$ cat config.mk
export PLATFORM = sky130hd
export DESIGN_NAME = axi4lite_regbank_slave
export DESIGN_NICKNAME = d
export VERILOG_FILES = /design/src/rtl/axi4lite_regbank_slave.sv
export SDC_FILE = /design/constraint.sdc
export NUM_CORES = 1
export LEC_CHECK = 0
export BUFFER_PORTS_ARGS = -buffer_cell sky130_fd_sc_hd__buf_2
export CORE_MARGIN = 8
export CORE_UTILIZATION = 35
export CTS_CLUSTER_SIZE = 24
export DETAILED_ROUTE_END_ITERATION = 7
export GPL_TIMING_DRIVEN = 0
export HOLD_SLACK_MARGIN = 0.08
export PLACE_DENSITY = 0.65
export SYNTH_ARGS = -nofsm -noshare
export SYNTH_HDL_FRONTEND = slang
export SYNTH_SLANG_ARGS = --single-unit
$ cat constraint.sdc
create_clock -name clk -period 4.2 [get_ports clk]
set_clock_uncertainty 0.05 [all_clocks]
set_input_delay 0.21 -clock clk [delete_from_list [all_inputs] [get_ports clk]]
set_output_delay 0.21 -clock clk [all_outputs]
set_load 0.005 [all_outputs]
$ cat src/rtl/axi4lite_regbank_slave.sv
// AXI4-Lite slave with NUM_REGS read/write registers, independent read and write channels.
// Optional macro AXIL_REGBANK_WSTRB_EN enables per-byte write strobes (otherwise all bytes written).
module axi4lite_regbank_slave #(
   parameter int ADDR_WIDTH = 4,
   parameter int DATA_WIDTH = 32,
   parameter int NUM_REGS   = 3
) (
   input  logic                           clk,
   input  logic                           rst_n,
   input  logic [ADDR_WIDTH-1:0]          s_awaddr,
   input  logic                           s_awvalid,
   output logic                           s_awready,
   input  logic [DATA_WIDTH-1:0]          s_wdata,
   input  logic [DATA_WIDTH/8-1:0]        s_wstrb,
   input  logic                           s_wvalid,
   output logic                           s_wready,
   output logic [1:0]                     s_bresp,
   output logic                           s_bvalid,
   input  logic                           s_bready,
   input  logic [ADDR_WIDTH-1:0]          s_araddr,
   input  logic                           s_arvalid,
   output logic                           s_arready,
   output logic [DATA_WIDTH-1:0]          s_rdata,
   output logic [1:0]                     s_rresp,
   output logic                           s_rvalid,
   input  logic                           s_rready,
   output logic [NUM_REGS*DATA_WIDTH-1:0] reg_out
);

   localparam int STRB_W = DATA_WIDTH / 8;
   localparam int LSB    = $clog2(STRB_W);
   localparam int IDXW   = ADDR_WIDTH - LSB;
   localparam logic [IDXW:0] NUM_REGS_L = (IDXW+1)'(NUM_REGS);
   localparam logic [1:0] RESP_OKAY   = 2'b00;
   localparam logic [1:0] RESP_SLVERR = 2'b10;

   typedef enum logic {WR_IDLE, WR_RESP} wr_state_e;

   wr_state_e             wr_state_q, wr_state_d;
   logic                  aw_got_q, aw_got_d, w_got_q, w_got_d;
   logic [IDXW-1:0]       awidx_q, awidx_d;
   logic [DATA_WIDTH-1:0] wdata_q, wdata_d;
   logic [STRB_W-1:0]     wstrb_q, wstrb_d;
   logic                  awready_q, awready_d, wready_q, wready_d;
   logic                  bvalid_q, bvalid_d, rvalid_q, rvalid_d, arready_q, arready_d;
   logic [1:0]            bresp_q, bresp_d, rresp_q, rresp_d;
   logic [DATA_WIDTH-1:0] rdata_q, rdata_d;
   logic [DATA_WIDTH-1:0] regs_q [NUM_REGS];
   logic [DATA_WIDTH-1:0] regs_d [NUM_REGS];

   logic [IDXW-1:0]       wr_idx, ar_idx;
   logic [DATA_WIDTH-1:0] wr_data;
   logic [STRB_W-1:0]     wr_strb;
   logic                  commit, wr_ok, ar_ok;

   // Write channel: AW and W are latched independently; the second one to arrive commits.
   always_comb begin
      wr_state_d = wr_state_q;
      aw_got_d   = aw_got_q;
      w_got_d    = w_got_q;
      awidx_d    = awidx_q;
      wdata_d    = wdata_q;
      wstrb_d    = wstrb_q;
      bvalid_d   = bvalid_q;
      bresp_d    = bresp_q;
      wr_idx     = awidx_q;
      wr_data    = wdata_q;
      wr_strb    = wstrb_q;
      commit     = 1'b0;
      wr_ok      = 1'b0;
      regs_d     = regs_q;
      case (wr_state_q)
         WR_IDLE: begin
            if (s_awvalid && awready_q) begin
               aw_got_d = 1'b1;
               awidx_d  = s_awaddr[ADDR_WIDTH-1:LSB];
               wr_idx   = s_awaddr[ADDR_WIDTH-1:LSB];
            end
            if (s_wvalid && wready_q) begin
               w_got_d = 1'b1;
               wdata_d = s_wdata;
               wstrb_d = s_wstrb;
               wr_data = s_wdata;
               wr_strb = s_wstrb;
            end
            if (aw_got_d && w_got_d) begin
               commit     = 1'b1;
               wr_ok      = ({1'b0, wr_idx} < NUM_REGS_L);
               bvalid_d   = 1'b1;
               bresp_d    = wr_ok ? RESP_OKAY : RESP_SLVERR;
               aw_got_d   = 1'b0;
               w_got_d    = 1'b0;
               wr_state_d = WR_RESP;
            end
         end
         WR_RESP: begin
            if (s_bready) begin
               bvalid_d   = 1'b0;
               wr_state_d = WR_IDLE;
            end
         end
         default: wr_state_d = WR_IDLE;
      endcase
      for (int k = 0; k < NUM_REGS; k++) begin
         if (commit && wr_ok && wr_idx == IDXW'(k)) begin
            for (int b = 0; b < STRB_W; b++) begin
`ifdef AXIL_REGBANK_WSTRB_EN
               if (wr_strb[b]) regs_d[k][b*8 +: 8] = wr_data[b*8 +: 8];
`else
               regs_d[k][b*8 +: 8] = wr_data[b*8 +: 8];
`endif
            end
         end
      end
      awready_d = (wr_state_d == WR_IDLE) && !aw_got_d;
      wready_d  = (wr_state_d == WR_IDLE) && !w_got_d;
   end

`ifndef AXIL_REGBANK_WSTRB_EN
   logic strb_unused;
   assign strb_unused = ^wr_strb;
`endif

   // Read channel samples regs_q, so a same-edge write to the same register reads the old value.
   always_comb begin
      rvalid_d = rvalid_q;
      rdata_d  = rdata_q;
      rresp_d  = rresp_q;
      ar_idx   = s_araddr[ADDR_WIDTH-1:LSB];
      ar_ok    = ({1'b0, ar_idx} < NUM_REGS_L);
      if (s_arvalid && arready_q) begin
         rvalid_d = 1'b1;
         rresp_d  = ar_ok ? RESP_OKAY : RESP_SLVERR;
         rdata_d  = '0;
         for (int k = 0; k < NUM_REGS; k++) begin
            if (ar_ok && ar_idx == IDXW'(k)) rdata_d = regs_q[k];
         end
      end else if (rvalid_q && s_rready) begin
         rvalid_d = 1'b0;
      end
      arready_d = !rvalid_d;
   end

   always_ff @(posedge clk or negedge rst_n) begin
      if (!rst_n) begin
         wr_state_q <= WR_IDLE;
         aw_got_q   <= 1'b0;
         w_got_q    <= 1'b0;
         awidx_q    <= '0;
         wdata_q    <= '0;
         wstrb_q    <= '0;
         awready_q  <= 1'b0;
         wready_q   <= 1'b0;
         bvalid_q   <= 1'b0;
         bresp_q    <= 2'b00;
         arready_q  <= 1'b0;
         rvalid_q   <= 1'b0;
         rresp_q    <= 2'b00;
         rdata_q    <= '0;
         regs_q     <= '{default: '0};
      end else begin
         wr_state_q <= wr_state_d;
         aw_got_q   <= aw_got_d;
         w_got_q    <= w_got_d;
         awidx_q    <= awidx_d;
         wdata_q    <= wdata_d;
         wstrb_q    <= wstrb_d;
         awready_q  <= awready_d;
         wready_q   <= wready_d;
         bvalid_q   <= bvalid_d;
         bresp_q    <= bresp_d;
         arready_q  <= arready_d;
         rvalid_q   <= rvalid_d;
         rresp_q    <= rresp_d;
         rdata_q    <= rdata_d;
         regs_q     <= regs_d;
      end
   end

   generate
      if (LSB > 0) begin : g_lsb
         logic addr_unused;
         assign addr_unused = ^{s_awaddr[LSB-1:0], s_araddr[LSB-1:0]};
      end
      for (genvar g = 0; g < NUM_REGS; g++) begin : g_out
         assign reg_out[g*DATA_WIDTH +: DATA_WIDTH] = regs_q[g];
      end
   endgenerate

   assign s_awready = awready_q;
   assign s_wready  = wready_q;
   assign s_bvalid  = bvalid_q;
   assign s_bresp   = bresp_q;
   assign s_arready = arready_q;
   assign s_rvalid  = rvalid_q;
   assign s_rresp   = rresp_q;
   assign s_rdata   = rdata_q;

endmodule

## Word-level counts from Yosys, hierarchy flattened

Cells that the tools add are included.

- Magnitude comparators: 2
- Bitwise operators: 2
- Add/sub/neg operators: 0
- Reductions and logical operators: 21
- Multiplexer cells: 29
- Equal/unequal tests: 6
- Shifts and indexed selects: 0
- Multiply operators: 0
- Div/mod/pow operators: 0

Operators with widths:

| cell | count |
|---|---|
| $mux 32 | 5 |
| $mux 1 | 17 |
| $logic_and 1x1->1 | 14 |
| $mux 2 | 5 |
| $eq 2x1->1 const B | 2 |
| $eq 2x2->1 const B | 2 |
| $logic_not 2->1 | 2 |
| $lt 2x2->1 const B | 2 |
| $ne 2x2->1 const B | 2 |
| $pmux 1 s2 | 2 |
| $reduce_and 2->1 | 2 |
| $logic_not 1->1 | 3 |
| $not 1->1 | 2 |

- Memory bits (read-only): 0
- Memory bits (writable): 0
- Output and inout port bits: 137
- Latch bits: 0
- Memories: 0
- Input bits: 51
- Bits in registers: 174

## Depth between registers and ports, before layout

Gate-level depths: netlist of run 1.

- Depth after elaboration: 8
- Depth in mapped cells: 6

## Least setup slack after synthesis of run 1

Ideal clock, no wire load.

- Path type: flip-flop to flip-flop
- Start: reg wready_q (netlist: s_wready)
- End: reg regs_q, in the netlist reg_out[33]
- Path slack: 2137 ps
- Clock period less this slack: 2063 ps
- Data required time: 4025 ps
- Path buffers: 2
- Arrival: 1888 ps
- Stages on the path, launching flop included: 7
- Path through: dfrtp_1 -> a21oi_1 -> or3_1 -> buf_2 -> nor4b_4 -> buf_6 -> mux2_4

- Word-level cells in the longest chain between the ends: 8
- Elaborated cells on any way between the ends: 12

RTL lines:

| item | line | source |
|---|---|---|
| from (decl) | 44 | `logic awready_q, awready_d, wready_q, wready_d;` |
| from (signal assigned) | 169 | `wready_q <= wready_d;` |
| $logic_and 1x1->1 * | 79 | `if (s_wvalid && wready_q) begin` |
| $mux 1 | 79 |  |
| $mux 1 | 72 | `case (wr_state_q)` |
| $logic_and 1x1->1 | 86 | `if (aw_got_d && w_got_d) begin` |
| $mux 1 | 86 |  |
| $mux 1 | 72 |  |
| $logic_and 1x1->1 (2 in a row) | 105 | `if (commit && wr_ok && wr_idx == IDXW'(k)) begin` |
| to (signal assigned) | 176 | `regs_q <= regs_d;` |
| to (decl) | 48 | `logic [DATA_WIDTH-1:0] regs_q [NUM_REGS];` |

Every way passes the cells marked *; elsewhere a longest branch is shown, timed or not. The select of a mux whose other input is x is not followed.
A chain may end at the register's enable or synchronous reset.

## Final worst setup path of run 1

- Start: in s_wvalid
- End: reg regs_q, in the netlist reg_out[5]

- Word-level cells in the longest chain between the ends: 8
- Elaborated cells on any way between the ends: 12

RTL lines:

| item | line | source |
|---|---|---|
| from (decl) | 15 | `input logic s_wvalid,` |
| $logic_and 1x1->1 * | 79 |  |
| $mux 1 | 79 |  |
| $mux 1 | 72 |  |
| $logic_and 1x1->1 | 86 |  |
| $mux 1 | 86 |  |
| $mux 1 | 72 |  |
| $logic_and 1x1->1 (2 in a row) | 105 |  |

Marks and branches as above.

==> results.cfg, run 1 <==
[setup_path]
start_kind = primary input
r2r_start = wr_state_q
path_max_fanout = 10
cp_top_family = buffers and inverters
path_common_cell = buf_2
cp.arrival_ns = 2.65
end_kind = flop
cp_num_buf_inv = 4
worstSetupPathType = primary input to flop
slowest_delay_ns = 0.60
cp_slowest_cell = nor4_4
cp_data_required_time_ns = 4.45
path_cells = dlygate4sd3_1 > buf_2 > a21oi_1 > or3_1 > buf_2 > nor4_4 > buf_6 > mux2_4
startpoint = s_wvalid

[power]
power_mw = 6.87
peakVddDrop_uv = 298
power_leakage_nw = 4.62
p_per_area_mw_per_mm2 = 726

[final_layout]
final-instance-count-excl-fill = 1049
multi_input_area_mm2 = 0.00278
utilization = 0.456
syn_to_final_growth_pct = 29.6
final-seq-area_mm2 = 0.00430
drive_above_1_share = 0.416
n_antenna_cell = 0
fin_nets = 814
nFillCells = 1892

[grt]
grt_overflow = 0
met2_usage = 0.251
grt_antenna_before_repair = 0
grt_pass1_vias = 5347
globalRouteMet3Util = 0.0527
gr-usage-met1 = 0.205
grt_use_total = 0.157
top_usage_layer = met2
grt_max_degree = 123
grt_pass1_wl_mm = 31.7

[cts]
postCtsSetupBuffers = 0
postCtsHoldBufs = 36
cts_tree = built
clk_pin_slew_ns = 0.07
clkSinkCount = 172
clockBufferDepth = 2
clockRootBuffer = clkbuf_16
cts_buffers = 17
cts_max_level = 4
clock_latency_ns = 0.43
ctsResizeCount = 0

[run_status]
status = finished clean

[sta]
fin_crit_ns = 2.39
tns_ns = 0
fmax_mhz = 418
maxSlewHeadroom = 0.462
slew_violations = 0
timing.final.crit_share = 0.570
hold_ws_ns = 0.119
rsz0062_at_grt = no
hold_viol_final = 0
worst_pin_slew_ns = 0.807
setup_viol = 0

[logic_synthesis]
synthCells = 531
synth_edf_count = 0
synth_top_area_frac = 0.589
yosysMostFrequentCell = dfrtp_1
synth_area_leaders = dfrtp_1 59%, mux2_4 12%, mux2_2 6.3%, mux2_1 4.6%, mux2i_1 4.5%
ys_types = 22
syn-cell-area_mm2 = 0.00730
synth_top_area_cell = dfrtp_1
synth_seq_cells = 172
ys_seq_area_frac = 0.589
synth_top_flop_cell = dfrtp_1
synth_warnings = 0
synth_top_cells_by_count = 172 x dfrtp_1, 60 x mux2_4, 41 x mux2_2, 41 x nand2_1
synthArstFlopShare = 1.00
syn_avg_cell_area_um2 = 13.8

[drt]
wl_per_cell_um = 18.9
ant_nets = 0
route.vias.total = 4922
drt_pass1_iterations = 5
totalWireLength_mm = 19.8
post_drt_via_cell_ratio = 4.69
drcViolationCount = 0
drtIter0Drc = 152

[placed_design]
dpl.cell_count = 983
portBuffers = 175
hpwl_mm = 13.6
gp_congestion = 0.724

[flow_run]
maxCapViolCount = 0

[floorplan]
row_count = 53
die_area_mm2 = 0.0257
die_h_um = 160
ios = 188
start_util = 0.352
coreArea_mm2 = 0.0208
chipWidth_um = 160

[min_path]
hp-start = s_awvalid
hold_path_class = primary input to flop
layout by cell type (no fill, tap or decap), drive strengths merged:
master and n:
mux2i 33, nor4 1, dlygate4sd3 36, nand2 41
clkinv 4, dfrtp 172, bufinv 1, clkbuf 39
nor2 36, nand3 1, nor4b 2, or3 1
conb 2, nand3b 1, o21ai 35, clkinvlp 2
buf 192, a21oi 36, nor2b 1, inv 7
mux2 131
state kept, by name (all words and copies together), names as in the netlist, 2 cells and up:
signal   flops
reg_out     96
s_rdata     32
wdata_q     32
awidx_q      2
cell families (layout without fill, tap and decap cells):
logic type | Yosys count | count (layout) | synth area share
mux | 164 | 164 | 0.278
other cells | 1 | 2 | 0.000513
buf+inv | 39 | 281 | 0.0310
flops | 172 | 172 | 0.589
compound gates | 71 | 71 | 0.0487
simple gates | 84 | 84 | 0.0524
report_power, final:
group	internal [mW]	switching (mW)
Combinational	1.38	1.10
Clock	0.829	0.649
Sequential	2.42	0.498
Total	4.63	2.25
final timing paths:
path,endpoint,slack (ns),depth (start not counted)
min reg2reg,s_rdata[0],0.43,2
min in group asynchronous,aw_got_q,0.24,2
max,reg_out[5],1.81,8
max in group asynchronous,s_arready,2.92,3
max reg2reg,reg_out[5],1.81,5
min,w_got_q,0.12,4
worst min-delay path, delay by kind of cell:
family | cells | cell delay [ns]
buffers and inverters | 1 | 0.10
AOI/OAI and AO/OA | 2 | 0.13
and+or+nand+nor | 1 | 0.10
stage by stage:
stage	area (um^2)	worst slack, ns
final	9470	1.81
after CTS	9470	1.76
after global placement	8530	0.0578
after floorplan	7310	2.14
after global routing	9470	1.69
after detailed placement	8560	1.77
layer usage:
layer  share of wire  up-vias
met3           0.066       12
met5               0        -
met2            0.48      130
met1            0.45     2475
li1                -     2305
met4          0.0085        0
cell type report:
| class | count | area share |
|---|---|---|
| clock buffers | 21 | 0.0476 |
| inverters | 5 | 0.00198 |
| plain buffers | 34 | 0.0219 |
| clock inverters | 9 | 0.00952 |
| flip-flops and latches | 172 | 0.455 |
| well taps | 275 | 0.0364 |
| repair buffers | 212 | 0.135 |
| multi-input cells | 321 | 0.293 |
Power figures use the tool's default switching activity.
==> inputs of run 2 (changes only) <==
Settings changed: PLACE_DENSITY 0.65 to 0.67.
Clock period 4.2 ns to 2 ns, I/O delays scaled along.
==> results.cfg, run 2 (synthesized netlist as in run 1, its figures left out) <==
[drt]
totalWireLength_mm = 20.8
route.vias.total = 5021
post_drt_via_cell_ratio = 4.70
wl_per_cell_um = 19.5
ant_nets = 0
drtIter0Drc = 190
drcViolationCount = 0
drt_pass1_iterations = 4

[grt]
grt_use_total = 0.161
grt_pass1_wl_mm = 32.5
grt_antenna_before_repair = 0
grt_pass1_vias = 5563
grt_overflow = 0
grt_max_degree = 98

[run_status]
failed_checks = negative setup slack
status = complete, but fails checks

[final_layout]
n_antenna_cell = 0
drive_above_1_share = 0.475
design_area_mm2 = 0.0101
fin_nets = 832
syn_to_final_growth_pct = 37.8
nFillCells = 1834
largest_reg_flops = 96
final_common_cell = buf_2
final_cell_mix = 177 x buf_2, 172 x dfrtp_1, 98 x mux2_4, 41 x nand2_1, 39 x dlygate4sd3_1

[setup_path]
rrSetupSlack_ns = -0.23
end_kind = flop
cp.arrival_ns = 2.49
worstSetupPathType = flop to flop
endpoint = reg_out[88]
cp_data_required_time_ns = 2.26
startpoint = wr_state_q
reg2reg_depth = 6
path_max_fanout = 7
r2r_start = wr_state_q
timing.rr.end = reg_out[88]
start_kind = flop

[placed_design]
place_area_mm2 = 0.00865
gp_congestion = 0.739
place_worst_setup_slack_ns = -0.429
hpwl_mm = 13.9
portBuffers = 175

[sta]
hold_ws_ns = 0.109
maxSlewHeadroom = 0.491
timing.final.crit_share = 1.12
hold_viol_final = 0
worst_pin_slew_ns = 0.742
slew_violations = 0
fmax_mhz = 448
fin_crit_ns = 2.23
setup_viol = 96
rsz0062_at_grt = yes
fin_ws_ns = -0.230

[power]
peakVddDrop_uv = 762
p_per_area_mw_per_mm2 = 1560
power_leakage_nw = 4.92

[floorplan]
start_util = 0.352
die_h_um = 160
coreArea_mm2 = 0.0208
ios = 188
row_count = 53
chipWidth_um = 160
die_area_mm2 = 0.0257

[cts]
clockBufferDepth = 2
cts_buffers = 17
clk_pin_slew_ns = 0.07
cts_tree = built
clockRootBuffer = clkbuf_16
clock_latency_ns = 0.42
clkSinkCount = 172
cts_max_level = 4

[min_path]
hold_path_class = primary input to flop
hp-start = s_awvalid

[flow_run]
maxCapViolCount = 0
[run 2: changes by cell type in the layout (fill, tap and decap cells not counted), sizes merged]
cell | before | now
clkinv | 4 | 3
bufinv | 1 | 4
clkinvlp | 2 | 1
inv | 7 | 11
dlygate4sd3 | 36 | 39
buf | 192 | 203
clkbuf | 39 | 40
[run 2: how the worst min path moves through the flow]
| stage | slack (ns) | cells past startpoint | endpoint |
|---|---|---|---|
| 6_report | 0.11 | 3 | aw_got_q |
| 4_1_cts | 0.09 | 3 | aw_got_q |
| 3_3_place_gp | 0.27 | 2 | s_rvalid |
| 3_5_place_dp | 0.07 | 1 | reg_out[27] |
| 5_1_grt | 0.12 | 3 | aw_got_q |
| 2_1_floorplan | -0.25 | 0 | aw_got_q |
[run 2: routing by layer]
| layer | track usage | up-vias | share of wire |
|---|---|---|---|
| li1 | - | 2339 | - |
| met1 | 0.204 | 2520 | 0.46 |
| met2 | 0.258 | 142 | 0.46 |
| met3 | 0.0545 | 20 | 0.071 |
| met4 | 0.0446 | 0 | 0.013 |
| met5 | 0 | - | 0 |
[run 2: worst max-delay path, stage by stage, from the launching register on]
cell,delay [ns]
dfrtp_1,0.41
nand3b_1,0.29
mux2_4,0.40
nor4b_4,0.24
buf_6,0.24
clkbuf_16,0.19
mux2_4,0.29
[run 2: report_power, final]
| group | internal, mW | switching (mW) | total, mW |
|---|---|---|---|
| Sequential | 5.08 | 1.12 | 6.20 |
| Combinational | 3.46 | 2.45 | 5.91 |
| Clock | 2.16 | 1.48 | 3.63 |
[run 2: repair_timing]
action,CTS,global route
resized for setup,42,7
hold endpoints to repair,213,0
pin swaps,3,2
endpoints found under the setup margin,118,97
hold buffers,39,0
setup buffers,9,1
gates cloned,1,4
[run 2: cell type report]
| cell class | instances | area (um^2) | area share |
|---|---|---|---|
| Tap cell | 275 | 344 | 0.0342 |
| Sequential cell | 172 | 4300 | 0.428 |
| Multi-Input combinational cell | 321 | 2920 | 0.290 |
| Inverter | 5 | 18.8 | 0.00187 |
| Timing Repair Buffer | 230 | 1530 | 0.152 |
| Clock inverter | 14 | 204 | 0.0203 |
| Buffer | 34 | 300 | 0.0298 |
| Clock buffer | 18 | 439 | 0.0436 |
[run 2: per-stage QoR]
stage	instances	TNS (ns)	util	power [mW]
after floorplan	532	-4.22	-	9.34
after detailed placement	983	-36.44	0.417	11.7
after global placement	982	-367.55	0.415	11.5
final	1069	-19.63	0.485	15.7
after global routing	1069	-26.01	0.485	16.7
after CTS	1064	-20.77	0.479	15.8
==> inputs of run 3 (changes only) <==
Settings changed: SKIP_LAST_GASP from default to 1.
==> results.cfg, run 3 (synthesized netlist as in run 1, its figures left out) <==
[final_layout]
final_common_cell = buf_2
n_antenna_cell = 0
utilization = 0.485
fin_nets = 832
syn_to_final_growth_pct = 37.8
largest_reg_flops = 96
final_cell_mix = 177 x buf_2, 172 x dfrtp_1, 98 x mux2_4, 41 x nand2_1, 39 x dlygate4sd3_1
nFillCells = 1845
drive_above_1_share = 0.475
final-seq-area_mm2 = 0.00430
design_area_mm2 = 0.0101
multi_input_area_mm2 = 0.00292

[floorplan]
chipWidth_um = 160
coreArea_mm2 = 0.0208
start_util = 0.352
row_count = 53
die_h_um = 160
die_area_mm2 = 0.0257
ios = 188

[flow_run]
maxCapViolCount = 0

[setup_path]
worstSetupPathType = flop to flop
r2r_start = wr_state_q
end_kind = flop
cp_data_required_time_ns = 2.26
cp.arrival_ns = 2.49
startpoint = wr_state_q
path_max_fanout = 7
start_kind = flop

[grt]
grt_antenna_before_repair = 0
grt_pass1_wl_mm = 32.3
grt_pass1_vias = 5542
grt_use_total = 0.161
grt_max_degree = 98
grt_overflow = 0

[power]
p_per_area_mw_per_mm2 = 1570
power_leakage_nw = 4.92
peakVddDrop_uv = 758

[cts]
clock_latency_ns = 0.42
cts_tree = built
cts_buffers = 17
clkSinkCount = 172
clockBufferDepth = 2
clk_pin_slew_ns = 0.07
cts_max_level = 4
clockRootBuffer = clkbuf_16

[sta]
fin_crit_ns = 2.23
timing.final.crit_share = 1.11
rsz0062_at_grt = yes
slew_violations = 0
hold_viol_final = 0
fmax_mhz = 448
fin_ws_ns = -0.230
maxSlewHeadroom = 0.477
setup_viol = 96
tns_ns = -19.16
worst_pin_slew_ns = 0.763

[drt]
route.vias.total = 5034
drt_pass1_iterations = 4
drcViolationCount = 0
ant_nets = 0
totalWireLength_mm = 20.8
post_drt_via_cell_ratio = 4.71
drtIter0Drc = 185
wl_per_cell_um = 19.4

[placed_design]
portBuffers = 175
hpwl_mm = 13.9
place_worst_setup_slack_ns = -0.429
place_area_mm2 = 0.00865
gp_congestion = 0.739

[min_path]
hold_path_class = primary input to flop
hp-start = s_awvalid

[run_status]
status = complete, but fails checks
failed_checks = negative setup slack
==> run 3: cell counts in the layout (fill, tap and decap cells not counted) <==
Identical to the previous run, type by type.
==> run 3: power by group <==
part	leakage [nW]	total (mW)	internal [mW]	switching (mW)
Combinational	2.47	5.92	3.47	2.45
Clock	0.316	3.64	2.16	1.48
Sequential	2.13	6.20	5.08	1.12
==> run 3: per-stage QoR <==
step	power [mW]	instances	hold slack (ns)
2_1_floorplan	9.34	532	-0.246
3_3_place_gp	11.5	982	0.272
3_5_place_dp	11.7	983	0.0662
4_1_cts	15.7	1064	0.0874
5_1_grt	16.7	1069	0.128
6_report	15.8	1069	0.100
==> run 3: final timing paths <==
kind                               endpoint  slack [ns]  depth (start not counted)
worst max-delay path            reg_out[86]       -0.23                          6
worst min-delay path               aw_got_q        0.10                          3
worst max register to register  reg_out[86]       -0.23                          6
worst min register to register     s_bvalid        0.43                          2
max in group asynchronous       s_rdata[13]        0.85                          3
min in group asynchronous       reg_out[27]        0.17                          2
==> run 3: routing by layer <==
layer,vias up,share of wire,global-route usage
met5,-,0,0
met2,137,0.46,0.258
met4,0,0.012,0.0450
met3,19,0.068,0.0545
li1,2343,-,-
met1,2535,0.46,0.203
==> run 3: area by class of cell <==
cell class | count | share of cell area
plain buffers | 34 | 0.0298
clock buffers | 18 | 0.0436
clock inverters | 14 | 0.0203
inverters | 5 | 0.00187
multi-input cells | 321 | 0.290
flip-flops and latches | 172 | 0.428
well taps | 275 | 0.0342
repair buffers | 230 | 0.152
==> run 3: repair_timing <==
action | in CTS | in global routing
endpoints found under the hold margin | 213 | 0
gates resized for setup | 33 | 16
hold buffers | 39 | 0
cloned | 1 | 4
endpoints found under the setup margin | 118 | 97
buffers inserted | 9 | 1
pin swaps | 3 | 2
==> run 3: critical path, cell delays in order, from the launching register on <==
cell and delay (ns):
dfrtp_1 0.41, nand3b_1 0.28, mux2_4 0.40, nor4b_4 0.24, buf_6 0.24, clkbuf_16 0.20, mux2_4 0.29
